--- config.mk ---
export PLATFORM = sky130hd
export DESIGN_NAME = led_fade_pwm
export DESIGN_NICKNAME = d
export VERILOG_FILES = /design/src/rtl/led_fade_pwm.sv
export SDC_FILE = /design/constraint.sdc
export NUM_CORES = 1
export LEC_CHECK = 0
export ABC_AREA = 1
export BUFFER_PORTS_ARGS = -buffer_cell sky130_fd_sc_hd__buf_2
export CAP_MARGIN = 5
export CORE_MARGIN = 1.5
export CORE_UTILIZATION = 45
export DETAILED_ROUTE_END_ITERATION = 16
export HOLD_SLACK_MARGIN = 0.12
export SETUP_SLACK_MARGIN = 0.15
export SLEW_MARGIN = 20
export SYNTH_ARGS = -nofsm -noshare
export SYNTH_HDL_FRONTEND = slang
export SYNTH_SLANG_ARGS = --single-unit
--- constraint.sdc ---
create_clock -name clk -period 3.8 [get_ports clk]
set_input_delay 0.76 -clock clk [delete_from_list [all_inputs] [get_ports clk]]
set_output_delay 0.76 -clock clk [all_outputs]
set_load 0.02 [all_outputs]
--- src/rtl/led_fade_pwm.sv ---
// led_fade_pwm
//   Takes the three active-low colour levels from the colour-step counter and drives the RGB
//   LED pins with active-low PWM. Each channel's brightness ramps toward its requested level
//   (fully on or fully off) in fixed steps, one step per fade tick, instead of switching hard.
//
// Parameters
//   PWM_BITS  brightness level and PWM counter width; MAX = 2**PWM_BITS-1
//   FADE_DIV  clocks per fade tick (>= 1)
//   STEP      level change per fade tick (1..MAX)
//
// Ports
//   clk       system clock, all logic on the rising edge
//   rst_n     asynchronous active-low reset
//   red_in    requested red state, active-low (0 = on)
//   green_in  requested green state, active-low
//   blue_in   requested blue state, active-low
//   red       red LED pin, active-low PWM (0 = lit)
//   green     green LED pin, active-low PWM
//   blue      blue LED pin, active-low PWM
//   settled   1 when every channel's level and duty have reached its target
module led_fade_pwm #(
  parameter int unsigned PWM_BITS = 8,
  parameter int unsigned FADE_DIV = 1000,
  parameter int unsigned STEP     = 1
) (
  input  logic clk,
  input  logic rst_n,
  input  logic red_in,
  input  logic green_in,
  input  logic blue_in,
  output logic red,
  output logic green,
  output logic blue,
  output logic settled
);

  localparam int unsigned MAX   = 2**PWM_BITS - 1;
  localparam int unsigned DIV_W = $clog2(FADE_DIV + 1);

  localparam logic [PWM_BITS-1:0] MaxLvl    = PWM_BITS'(MAX);
  localparam logic [PWM_BITS-1:0] PwmLast   = PWM_BITS'(MAX - 1);
  localparam logic [PWM_BITS:0]   StepW     = (PWM_BITS + 1)'(STEP);
  localparam logic [DIV_W-1:0]    PrescLast = DIV_W'(FADE_DIV - 1);

  // Ramp direction; it is a pure function of the registered request, so the ramp reacts
  // on the very next tick after the request changes.
  typedef enum logic {StDown, StUp} dir_e;

  // Channel index 0 = red, 1 = green, 2 = blue.
  logic [2:0]                 in_q;
  logic [DIV_W-1:0]           presc_q, presc_d;
  logic [PWM_BITS-1:0]        pwm_q, pwm_d;
  logic [2:0][PWM_BITS-1:0]   level_q, level_d;
  logic [2:0][PWM_BITS-1:0]   duty_q, duty_d;
  logic [2:0][PWM_BITS-1:0]   target;
  logic [2:0]                 pin_q, pin_d;
  logic                       settled_q, settled_d;
  logic                       fade_tick;
  logic                       pwm_wrap;
  logic [PWM_BITS:0]          sum;
  dir_e                       dir;

  always_comb begin
    fade_tick = (presc_q == PrescLast);
    presc_d   = fade_tick ? '0 : presc_q + 1'b1;
    pwm_wrap  = (pwm_q == PwmLast);
    pwm_d     = pwm_wrap ? '0 : pwm_q + 1'b1;
    level_d   = level_q;
    duty_d    = duty_q;
    pin_d     = pin_q;
    target    = '0;
    settled_d = 1'b1;
    sum       = '0;
    dir       = StDown;

    for (int i = 0; i < 3; i++) begin
      target[i] = in_q[i] ? '0 : MaxLvl;
      dir       = in_q[i] ? StDown : StUp;
      // One extra bit so the upward step can be clamped instead of wrapping.
      sum       = {1'b0, level_q[i]} + StepW;

      if (fade_tick) begin
        unique case (dir)
          StUp:   level_d[i] = (sum > {1'b0, MaxLvl}) ? MaxLvl : sum[PWM_BITS-1:0];
          StDown: level_d[i] = ({1'b0, level_q[i]} < StepW) ? '0
                                                             : level_q[i] - StepW[PWM_BITS-1:0];
          default: level_d[i] = level_q[i];
        endcase
      end

      // Shadow takes the current (pre-tick) level on the last count of the period, so a new
      // duty always starts on a full period and no runt pulse is produced.
      if (pwm_wrap) begin
        duty_d[i] = level_q[i];
      end

      pin_d[i]  = ~(pwm_q < duty_q[i]);
      settled_d = settled_d & (level_q[i] == target[i]) & (duty_q[i] == level_q[i]);
    end
  end

  always_ff @(posedge clk or negedge rst_n) begin
    if (!rst_n) begin
      in_q      <= 3'b111;
      presc_q   <= '0;
      pwm_q     <= '0;
      level_q   <= '0;
      duty_q    <= '0;
      pin_q     <= 3'b111;
      settled_q <= 1'b1;
    end else begin
      in_q      <= {blue_in, green_in, red_in};
      presc_q   <= presc_d;
      pwm_q     <= pwm_d;
      level_q   <= level_d;
      duty_q    <= duty_d;
      pin_q     <= pin_d;
      settled_q <= settled_d;
    end
  end

  assign red     = pin_q[0];
  assign green   = pin_q[1];
  assign blue    = pin_q[2];
  assign settled = settled_q;

endmodule

* Word-level counts from Yosys, hierarchy flattened
Cells that the tools add are included.
** Storage, ports and cells
- Logic and storage cells :: 61
- Bits in registers :: 73
- Input port bits :: 5
- Output and inout bits :: 4
** Cells by class
- $lt $le $gt $ge :: 9
- Add/sub/neg operators :: 8
- Mux-type cells :: 17
- Equal/unequal tests :: 8
- Bitwise operators :: 8
** Operators with widths (count)
- two-way mux 8 bit :: 10
- == test 8 bit :: 6
- one-hot mux 8 bit (2 select lines) :: 3
- adder 8 x 1 -> 9 bit (second input constant) :: 3
- greater-than comparator 9 x 8 -> 1 bit (second input constant) :: 3
- < comparator 8 x 1 -> 1 bit (second input constant) :: 3
- < comparator 8 bit :: 3
- subtractor 8 x 1 -> 8 bit (second input constant) :: 3
- adder 10 x 1 -> 10 bit (second input constant) :: 1
- == test 10 bit (second input constant) :: 1
- two-way mux 10 bit :: 1
- adder 8 x 1 -> 8 bit (second input constant) :: 1
- == test 8 bit (second input constant) :: 1
- AND 1 bit :: 5
- two-way mux 1 bit :: 3
- inverter 1 bit :: 3

* Logic depth before layout (Yosys ltp)
Gate-level depths: netlist of the first run.
- Word-level depth :: 7
- Mapped depth :: 14
- Mapped depth without buffers :: 13

* Worst setup path after synthesis of the first run
No wires, ideal clock.
- Path type :: register to register
- Start point :: register level_q[8] (netlist name)
- End point :: register level_q[9] (netlist name)
- Arrival time :: 1574 ps
- Period minus slack after synthesis :: 1647 ps
- Required time :: 3727 ps
- Buffers on the path :: 0
- Path slack :: 2153 ps
- Cell stages (with the launch flop) :: 11
- Library setup time :: 73 ps
- Path through :: dfrtp_1 -> clkinv_1 -> ha_1 -> nand3b_1 -> nor2_1 -> nand2_1 -> nor2_4 -> nand2_2 -> nand3_1 -> nand2_1 -> a21oi_2
** Between the ends
- Cells in the longest elaborated chain, start to end :: 4
- Elaborated cells on any way between the ends :: 7
- Classes of those cells :: add/sub (2); order compare (2); mux (3)
** RTL lines
- start, declared :: RTL line 53 : logic [2:0][PWM_BITS-1:0] level_q, level_d;
- start signal, assigned :: RTL line 115 : level_q <= level_d;
- adder 8 x 1 -> 9 bit :: RTL line 80 : sum = {1'b0, level_q[i]} + StepW;
- greater-than comparator 9 x 8 -> 1 bit :: RTL line 84 : StUp: level_d[i] = (sum > {1'b0, MaxLvl}) ? MaxLvl : sum[PWM_BITS-1:0];
- two-way mux 8 bit :: RTL line 84
- one-hot mux 8 bit (2 select lines) * :: RTL line 83 : unique case (dir)
Mark *: on every way between the ends. The rest lies on a longest branch, timed or not.
A chain may end at the register's enable or synchronous reset.

* Worst setup path after layout of the first run
- Start point :: register presc_q[0]
- End point :: register level_q[13] (netlist name)
** Between the ends
- Cells in the longest elaborated chain, start to end :: 1
** RTL lines
- start, declared :: RTL line 51 : logic [DIV_W-1:0] presc_q, presc_d;
- start signal, assigned :: RTL line 113 : presc_q <= presc_d;
- == test 10 bit :: RTL line 64 : fade_tick = (presc_q == PrescLast);
No other way between the ends.

==> flow_summary.json, run 1 <==
{
  "outcome": "finished, final reports clean",
  "numPortBuffers": 8,
  "cts-root-buf": "clkbuf_8",
  "drt_iter0_markers": 331,
  "worstPathArrival_ns": 2.28,
  "grt_first_pass_wirelength_mm": 21.3,
  "yosysTopAreaCellShare": 0.326,
  "vdd_drop_max_uv": 251,
  "ios": 9,
  "synth-async-reset-ratio": 1.00,
  "fillerInstances": 1108,
  "synthTopCellsByArea": "dfrtp_1 33%, nand2_1 13%, ha_1 8.2%, inv_1 6.2%, nor2_1 4.9%",
  "grt_overflow": 0,
  "clockBufferDepth": 2,
  "die_y_um": 109,
  "antenna_found_initial": 0,
  "clkLatencyLatePin_ns": 0.37,
  "drc_errors": 0,
  "synth_fp_nets": 736,
  "yosysWarningCount": 0,
  "slew_violations": 0,
  "postCtsSetupRepairBufs": 0,
  "n_antenna_cell": 0,
  "core_area_mm2": 0.0109,
  "routed_via_density": 5.28,
  "worst_pin_slew_ns": 0.944,
  "area_growth_syn_to_layout_pct": 6.50,
  "syn_area_per_cell_um2": 7.25,
  "hp-class": "reg -> reg",
  "finalHoldViolCount": 0,
  "layout_common_cells": "179 x nand2_1, 83 x inv_1, 66 x nor2_1, 66 x dfrtp_1, 49 x o21ai_0",
  "first_pass_iters": 5,
  "ys.flop_type": "dfrtp_1",
  "num_rows": 38,
  "design.die.area_mm2": 0.0119,
  "routedWlPerCell_um": 14.8,
  "drv_cap": 0,
  "critPathKind": "reg -> reg",
  "slew_headroom": 0.371,
  "crit_fanout": 19,
  "final-setup-viol-count": 0,
  "synth_top_area_cell": "dfrtp_1",
  "clock-sinks": 73,
  "p_per_area_mw_per_mm2": 260,
  "vias": 4475,
  "htree_levels": 3,
  "grt_usage": 0.233,
  "hold_buffers": 0,
  "worstSetupEndpointType": "flop",
  "startpoint": "presc_q[0]",
  "hpwl_mm": 9.38,
  "synth_edf_count": 0,
  "fin_tns_setup_ns": 0,
  "layout-drive-gt1-share": 0.0919,
  "grt_max_degree": 74,
  "worstPathRequired_ns": 4.04,
  "total_power_w": 0.00140,
  "layout_commonest_cell": "nand2_1",
  "max_freq_ghz": 0.490,
  "path_clk_slew_ns": 0.07,
  "hp-start": "presc_q[0]",
  "cts-resized-gates": 0,
  "grt_setup_unrepaired": "no",
  "start_util": 0.465,
  "nets": 740,
  "start_kind": "flop",
  "period_needed_ns": 2.04,
  "period_share": 0.537,
  "wl_mm": 12.5,
  "ys_seq_elements": 73,
  "gp_congestion": 0.889,
  "synth.distinct_cells": 44,
  "crit-reg2reg-launch": "presc_q[0]",
  "synth_cells": 698,
  "die_w_um": 109,
  "leakage_nw": 2.68,
  "netlist_area_mm2": 0.00506,
  "grt_pass1_vias": 4297,
  "cts_tree": "built",
  "r2r_slack_ns": 1.76,
  "yosysSeqAreaShare": 0.362,
  "ant_nets": 0,
  "cts_buffers": 9,
  "skew_ns": 0.0121
}
-- worst paths after layout --
kind | to | cells past startpoint
setup / recovery | level_q[13] | 8
hold / removal | presc_q[0] | 1
setup reg to reg | level_q[13] | 8
hold reg to reg | presc_q[0] | 1
max in group asynchronous | level_q[10] | 1
min in group asynchronous | pwm_q[4] | 1
-- layout make-up --
class	count	area (um2)	area share
multi-input cells	515	2790	0.517
flip-flops and latches	73	1840	0.340
inverters	93	349	0.0647
well taps	140	175	0.0325
clock buffers	14	173	0.0320
repair buffers	10	57.6	0.0107
clock inverters	2	12.5	0.00232
-- worst max-delay path, cell delays in order, from the launching register on --
cell	delay, ns
dfrtp_1	0.37
ha_1	0.19
nand2_1	0.08
nor2_1	0.10
nand3b_1	0.43
inv_2	0.47
o21ai_0	0.14
nand2_1	0.09
nand2_1	0.05
-- sequential cells by signal (all words and copies together) (netlist names) --
signal and cells:
presc_q 10, in_q 3, duty_q 24, pin_q 3, pwm_q 8, level_q 24
settled 1
-- power breakdown --
| group | internal [W] | leakage (nW) | switching, W | total (W) |
|---|---|---|---|---|
| combinational | 0.00000410 | 1.62 | 0.0000218 | 0.0000259 |
| clock | 0.000291 | 0.0927 | 0.000301 | 0.000591 |
| sequential | 0.000780 | 0.967 | 0.00000322 | 0.000783 |
-- through the flow --
stage	cells	worst slack (ns)	hold slack, ns	utilization	instance area, um2
after CTS	847	1.73	0.463	0.495	5390
final	847	1.76	0.458	0.495	5390
after detailed placement	831	1.77	0.453	0.478	5210
after global routing	847	1.55	0.466	0.495	5390
after global placement	831	1.82	0.445	0.478	5210
after floorplan	698	2.15	0.432	-	5060
-- cell usage after synthesis (2+ instances only) --
master	instances
dfstp_2	7
a21oi_2	2
o211ai_1	6
nand2_1	179
o21ai_0	49
buf_4	2
a22oi_1	5
a21oi_1	33
buf_2	7
dfrtp_1	66
nand3_2	3
nor2_2	7
inv_1	83
ha_1	33
o21ai_1	3
a21boi_0	2
nor2_1	66
nor3_2	2
nor2_4	2
inv_2	9
nand3_1	43
xor2_1	22
clkbuf_1	6
and3_1	3
nand3b_1	2
xnor2_1	7
a31oi_1	4
nand4_1	14
nand2_2	7
nor3_1	10
-- per-layer routing --
metal | up-vias | share of wire | track usage | routed length [um]
met5 | - | 0 | 0 | 0
met4 | 0 | 0.015 | 0.0771 | 185
met3 | 12 | 0.041 | 0.0341 | 515
met2 | 105 | 0.45 | 0.357 | 5580
met1 | 2080 | 0.50 | 0.336 | 6240
li1 | 2278 | - | - | -
-- kinds of logic after synthesis --
family,count (synthesis),share of synthesized area
AND/OR/NAND/NOR,340,0.293
AO/OA/AOI/OAI,113,0.126
buffers and inverters,110,0.0865
flip-flops,73,0.362
adder cells (fa/ha/maj),33,0.0815
XOR/XNOR,29,0.0502
(Power assumes the default switching activity.)
==> run 2: changes to the inputs <==
- clock period: 3.8 -> 1.7 ns (I/O delays scaled with it)
==> flow_summary.json, run 2 (synthesis results as in run 1) <==
{
  "outcome": "finished, final reports clean",
  "layout_commonest_cell": "nand2_1",
  "nets": 814,
  "num_rows": 38,
  "path_delay_family": "compound AO/OA/AOI/OAI gates",
  "hp-class": "in -> async",
  "period_needed_ns": 1.64,
  "n_antenna_cell": 0,
  "design.die.area_mm2": 0.0119,
  "vdd_drop_max_uv": 389,
  "worstPathRequired_ns": 1.94,
  "seq_power_share": 0.515,
  "ios": 9,
  "slew_headroom": 0.719,
  "grt_usage": 0.251,
  "total_power_w": 0.00340,
  "drt_iter0_markers": 266,
  "p_comb_frac": 0.024,
  "stdcell_area_mm2": 0.00653,
  "layout_common_cells": "161 x nand2_1, 77 x inv_1, 58 x nor2_1",
  "fin_tns_setup_ns": 0,
  "grt_overflow": 0,
  "top_regs": "duty_q x24, level_q x24, presc_q x10",
  "path_clk_slew_ns": 0.09,
  "p_int_w": 0.00263,
  "instances_no_fill": 921,
  "layout-drive-gt1-share": 0.284,
  "fillerInstances": 980,
  "gp_congestion": 0.936,
  "preCtsSetupSlack_ns": 0.00834,
  "drc_errors": 0,
  "crit_buf_inv": 2,
  "final-setup-viol-count": 0,
  "crit_fanout": 3,
  "clkLatencyLatePin_ns": 0.38,
  "p_switching_w": 0.000767,
  "startpoint": "level_q[0]",
  "die_y_um": 109,
  "start_util": 0.465,
  "numPortBuffers": 8,
  "dp_cells": 868,
  "antenna_found_initial": 0,
  "place_area_mm2": 0.00554,
  "worstPathArrival_ns": 1.89,
  "clock-sinks": 73,
  "start_kind": "flop",
  "routed_via_density": 5.35,
  "ant_nets": 0,
  "slew_violations": 0,
  "grt_setup_unrepaired": "yes",
  "grt_pass1_vias": 4554,
  "critPathKind": "reg -> reg",
  "wl_mm": 14.6,
  "skew_ns": 0.0136,
  "crit-reg2reg-launch": "level_q[0]",
  "switching_share": 0.226,
  "period_share": 0.966,
  "leakage_nw": 3.16,
  "worstSetupEndpointType": "flop",
  "p_per_area_mw_per_mm2": 521,
  "cts-root-buf": "clkbuf_8",
  "endpoint": "level_q[5]",
  "drv_cap": 0,
  "die_w_um": 109,
  "first_pass_iters": 5,
  "cts_buffers": 9,
  "routedWlPerCell_um": 15.9,
  "clockBufferDepth": 2,
  "cts_tree": "built",
  "fin_ws_ns": 0.0578,
  "hpwl_mm": 10.0,
  "core_area_mm2": 0.0109,
  "max_freq_ghz": 0.609,
  "cp.depth": 9,
  "area_growth_syn_to_layout_pct": 28.9,
  "worst_pin_slew_ns": 0.421,
  "cp_slowest_cell": "dfrtp_1",
  "grt_max_degree": 36,
  "crit_top_cell": "o21ai_0",
  "crit_path_max_incr_delay_ns": 0.41,
  "finalHoldViolCount": 0,
  "reg2reg_to": "level_q[5]",
  "r2r_slack_ns": 0.06,
  "worstPathCellList": "buf_6 > buf_4 > nand2_2 > nor2_4 > o21ai_0 > nand2_1 > a21oi_1 > o21ai_0 > o21ai_0",
  "vias": 4930,
  "reg2regPathDepth": 9,
  "htree_levels": 3,
  "p_clk_frac": 0.461,
  "grt_first_pass_wirelength_mm": 22.8
}
[run 2: changes by cell type in the layout (fill, tap and decap cells not counted), moves of 16 or more]
cell	before	now
nand2_2	7	23
buf_4	3	53
dfrtp_1	66	47
nand2_1	179	161
dfrtp_2	0	19
buf_6	0	16
[run 2: power groups by stage]
stage               logic (W)  clock network (W)  registers (W)
floorplan           0.0000131                  0        0.00178
global placement    0.0000751                  0        0.00178
detailed placement  0.0000763                  0        0.00178
CTS                 0.0000830            0.00159        0.00175
global route        0.0000927            0.00166        0.00175
finish              0.0000829            0.00157        0.00175
[run 2: repair_timing]
item,in CTS,in global routing
resized for setup,39,98
hold buffers,4,0
setup endpoints to repair,22,51
endpoints found under the hold margin,25,0
pin swaps,12,31
gates cloned,1,0
setup buffers,17,15
[run 2: per-stage QoR]
| stage | hold slack, ns | util |
|---|---|---|
| 2_1_floorplan | 0.0444 | - |
| 3_3_place_gp | 0.290 | 0.509 |
| 3_5_place_dp | 0.308 | 0.509 |
| 4_1_cts | 0.445 | 0.557 |
| 5_1_grt | 0.473 | 0.599 |
| 6_report | 0.443 | 0.599 |
[run 2: layer usage]
layer	track usage	wire, um	part of all wire
met1	0.344	6800	0.47
met5	0	0	0
met4	0.115	386	0.026
met3	0.0454	729	0.050
met2	0.385	6710	0.46
[run 2: worst min path at each step]
stage                     slack, ns  cells after the start           to
after floorplan                0.04                      0    duty_q[0]
after global placement         0.29                      1     pwm_q[6]
after detailed placement       0.31                      1     pwm_q[6]
after CTS                      0.44                      2  level_q[20]
after global routing           0.47                      2   duty_q[20]
final                          0.44                      2   duty_q[20]
[run 2: cell type report]
cell class	count	area [um2]	area share
well taps	140	175	0.0268
repair buffers	84	741	0.113
flip-flops and latches	73	1860	0.285
clock buffers	11	141	0.0217
multi-input cells	515	3170	0.485
clock inverters	5	78.8	0.0121
inverters	93	364	0.0558
==> run 3: changes to the inputs <==
- CORE_ASPECT_RATIO: not set -> 1.1
- clock period: 1.7 -> 2 ns (I/O delays scaled with it)
==> flow_summary.json, run 3 (synthesis results as in run 1) <==
{
  "top_regs": "duty_q x24, level_q x24, presc_q x10",
  "wl_mm": 12.8,
  "routed_via_density": 5.29,
  "worstPathArrival_ns": 1.96,
  "worstPathRequired_ns": 2.26,
  "numPortBuffers": 8,
  "start_kind": "flop",
  "gp_congestion": 0.921,
  "vias": 4607,
  "hpwl_mm": 9.62,
  "ios": 9,
  "fin_ws_ns": 0.298,
  "skew_ns": 0.00831,
  "crit_fanout": 6,
  "nets": 757,
  "cts-root-buf": "clkbuf_16",
  "cts_buffers": 9,
  "clockBufferDepth": 2,
  "n_antenna_cell": 0,
  "hp-class": "in -> reg",
  "final_core_util": 0.517,
  "worstPathCellList": "ha_2 > nand3_2 > nor2_2 > nand3_2 > nor2_1 > nor2_1 > buf_4 > a31oi_1",
  "total_power_w": 0.00304,
  "crit_path_max_incr_delay_ns": 0.45,
  "design.die.area_mm2": 0.0119,
  "num_rows": 40,
  "fin_tns_setup_ns": 0,
  "antenna_found_initial": 0,
  "critPathKind": "reg -> reg",
  "worst_pin_slew_ns": 0.419,
  "path_clk_slew_ns": 0.06,
  "htree_levels": 3,
  "layout_common_cells": "178 x nand2_1, 80 x inv_1, 66 x nor2_1",
  "ant_nets": 0,
  "core_area_mm2": 0.0110,
  "start_util": 0.462,
  "cts_tree": "built",
  "grt_setup_unrepaired": "yes",
  "max_freq_ghz": 0.587,
  "routedWlPerCell_um": 14.7,
  "outcome": "finished, final reports clean",
  "preCtsSetupSlack_ns": 0.130,
  "vdd_drop_max_uv": 284,
  "p_per_area_mw_per_mm2": 537,
  "grt_overflow": 0,
  "slew_headroom": 0.721,
  "grt_first_pass_wirelength_mm": 21.6,
  "area_growth_syn_to_layout_pct": 12.0,
  "drt_iter0_markers": 238,
  "slew_violations": 0,
  "finalHoldViolCount": 0,
  "period_needed_ns": 1.70,
  "layout_commonest_cell": "nand2_1",
  "first_pass_iters": 4,
  "clock-sinks": 73,
  "grt_usage": 0.229,
  "die_y_um": 114,
  "drv_cap": 0,
  "grt_max_degree": 35,
  "cp_slowest_cell": "dfrtp_2",
  "clkLatencyLatePin_ns": 0.34,
  "leakage_nw": 2.82,
  "drc_errors": 0,
  "die_w_um": 104,
  "layout-drive-gt1-share": 0.133,
  "grt_pass1_vias": 4348,
  "period_share": 0.851,
  "worstSetupEndpointType": "flop",
  "final-setup-viol-count": 0
}
## run 3: final cells by class
| cell class | count | area, um2 |
|---|---|---|
| Multi-Input combinational cell | 515 | 2820 |
| Fill cell | 1066 | 5290 |
| Inverter | 93 | 352 |
| Clock inverter | 4 | 20.0 |
| Sequential cell | 73 | 1840 |
| Tap cell | 147 | 184 |
| Timing Repair Buffer | 27 | 204 |
| Clock buffer | 12 | 246 |
## run 3: per-stage QoR
step                      cell area [um2]  instances  hold slack, ns
after detailed placement             5310        849           0.371
after CTS                            5590        866           0.140
after floorplan                      5060        698           0.104
after global routing                 5670        871           0.138
after global placement               5310        849           0.370
final                                5670        871           0.149
## run 3: worst paths after layout
check	from	endpoint	slack, ns	depth (start not counted)
setup / recovery	level_q[0]	level_q[7]	0.30	8
hold / removal	green_in	in_q[1]	0.15	1
setup reg to reg	level_q[0]	level_q[7]	0.30	8
hold reg to reg	presc_q[0]	presc_q[0]	0.47	1
max in group asynchronous	rst_n	in_q[0]	0.86	3
min in group asynchronous	rst_n	duty_q[3]	0.54	2
## run 3: power breakdown
part	total, W	leakage [nW]	switching, W	internal [W]
registers	0.00149	0.957	0.00000708	0.00148
logic	0.0000593	1.72	0.0000435	0.0000158
clock network	0.00149	0.136	0.000628	0.000865
total	0.00304	2.82	0.000678	0.00237
## run 3: critical path, delay by kind of cell, from the launching register on
kind	cells	cell delay, ns
buffers and inverters	1	0.15
AO/OA/AOI/OAI	1	0.16
flip-flops	1	0.45
AND/OR/NAND/NOR	5	0.62
adder cells (fa/ha/maj)	1	0.23
## run 3: layer usage
| layer | up-vias | share of wire | GRT usage |
|---|---|---|---|
| met4 | 0 | 0.028 | 0.101 |
| met3 | 23 | 0.037 | 0.0381 |
| met5 | - | 0 | 0 |
| met1 | 2177 | 0.48 | 0.309 |
| met2 | 98 | 0.46 | 0.366 |
| li1 | 2309 | - | - |
## run 3: what timing repair did
action | CTS | global route
pin swaps | 0 | 1
gates cloned | 0 | 0
endpoints found under the setup margin | 1 | 20
hold endpoints to repair | 24 | 0
buffers inserted | 0 | 5
hold buffers | 1 | 0
gates resized for setup | 2 | 18
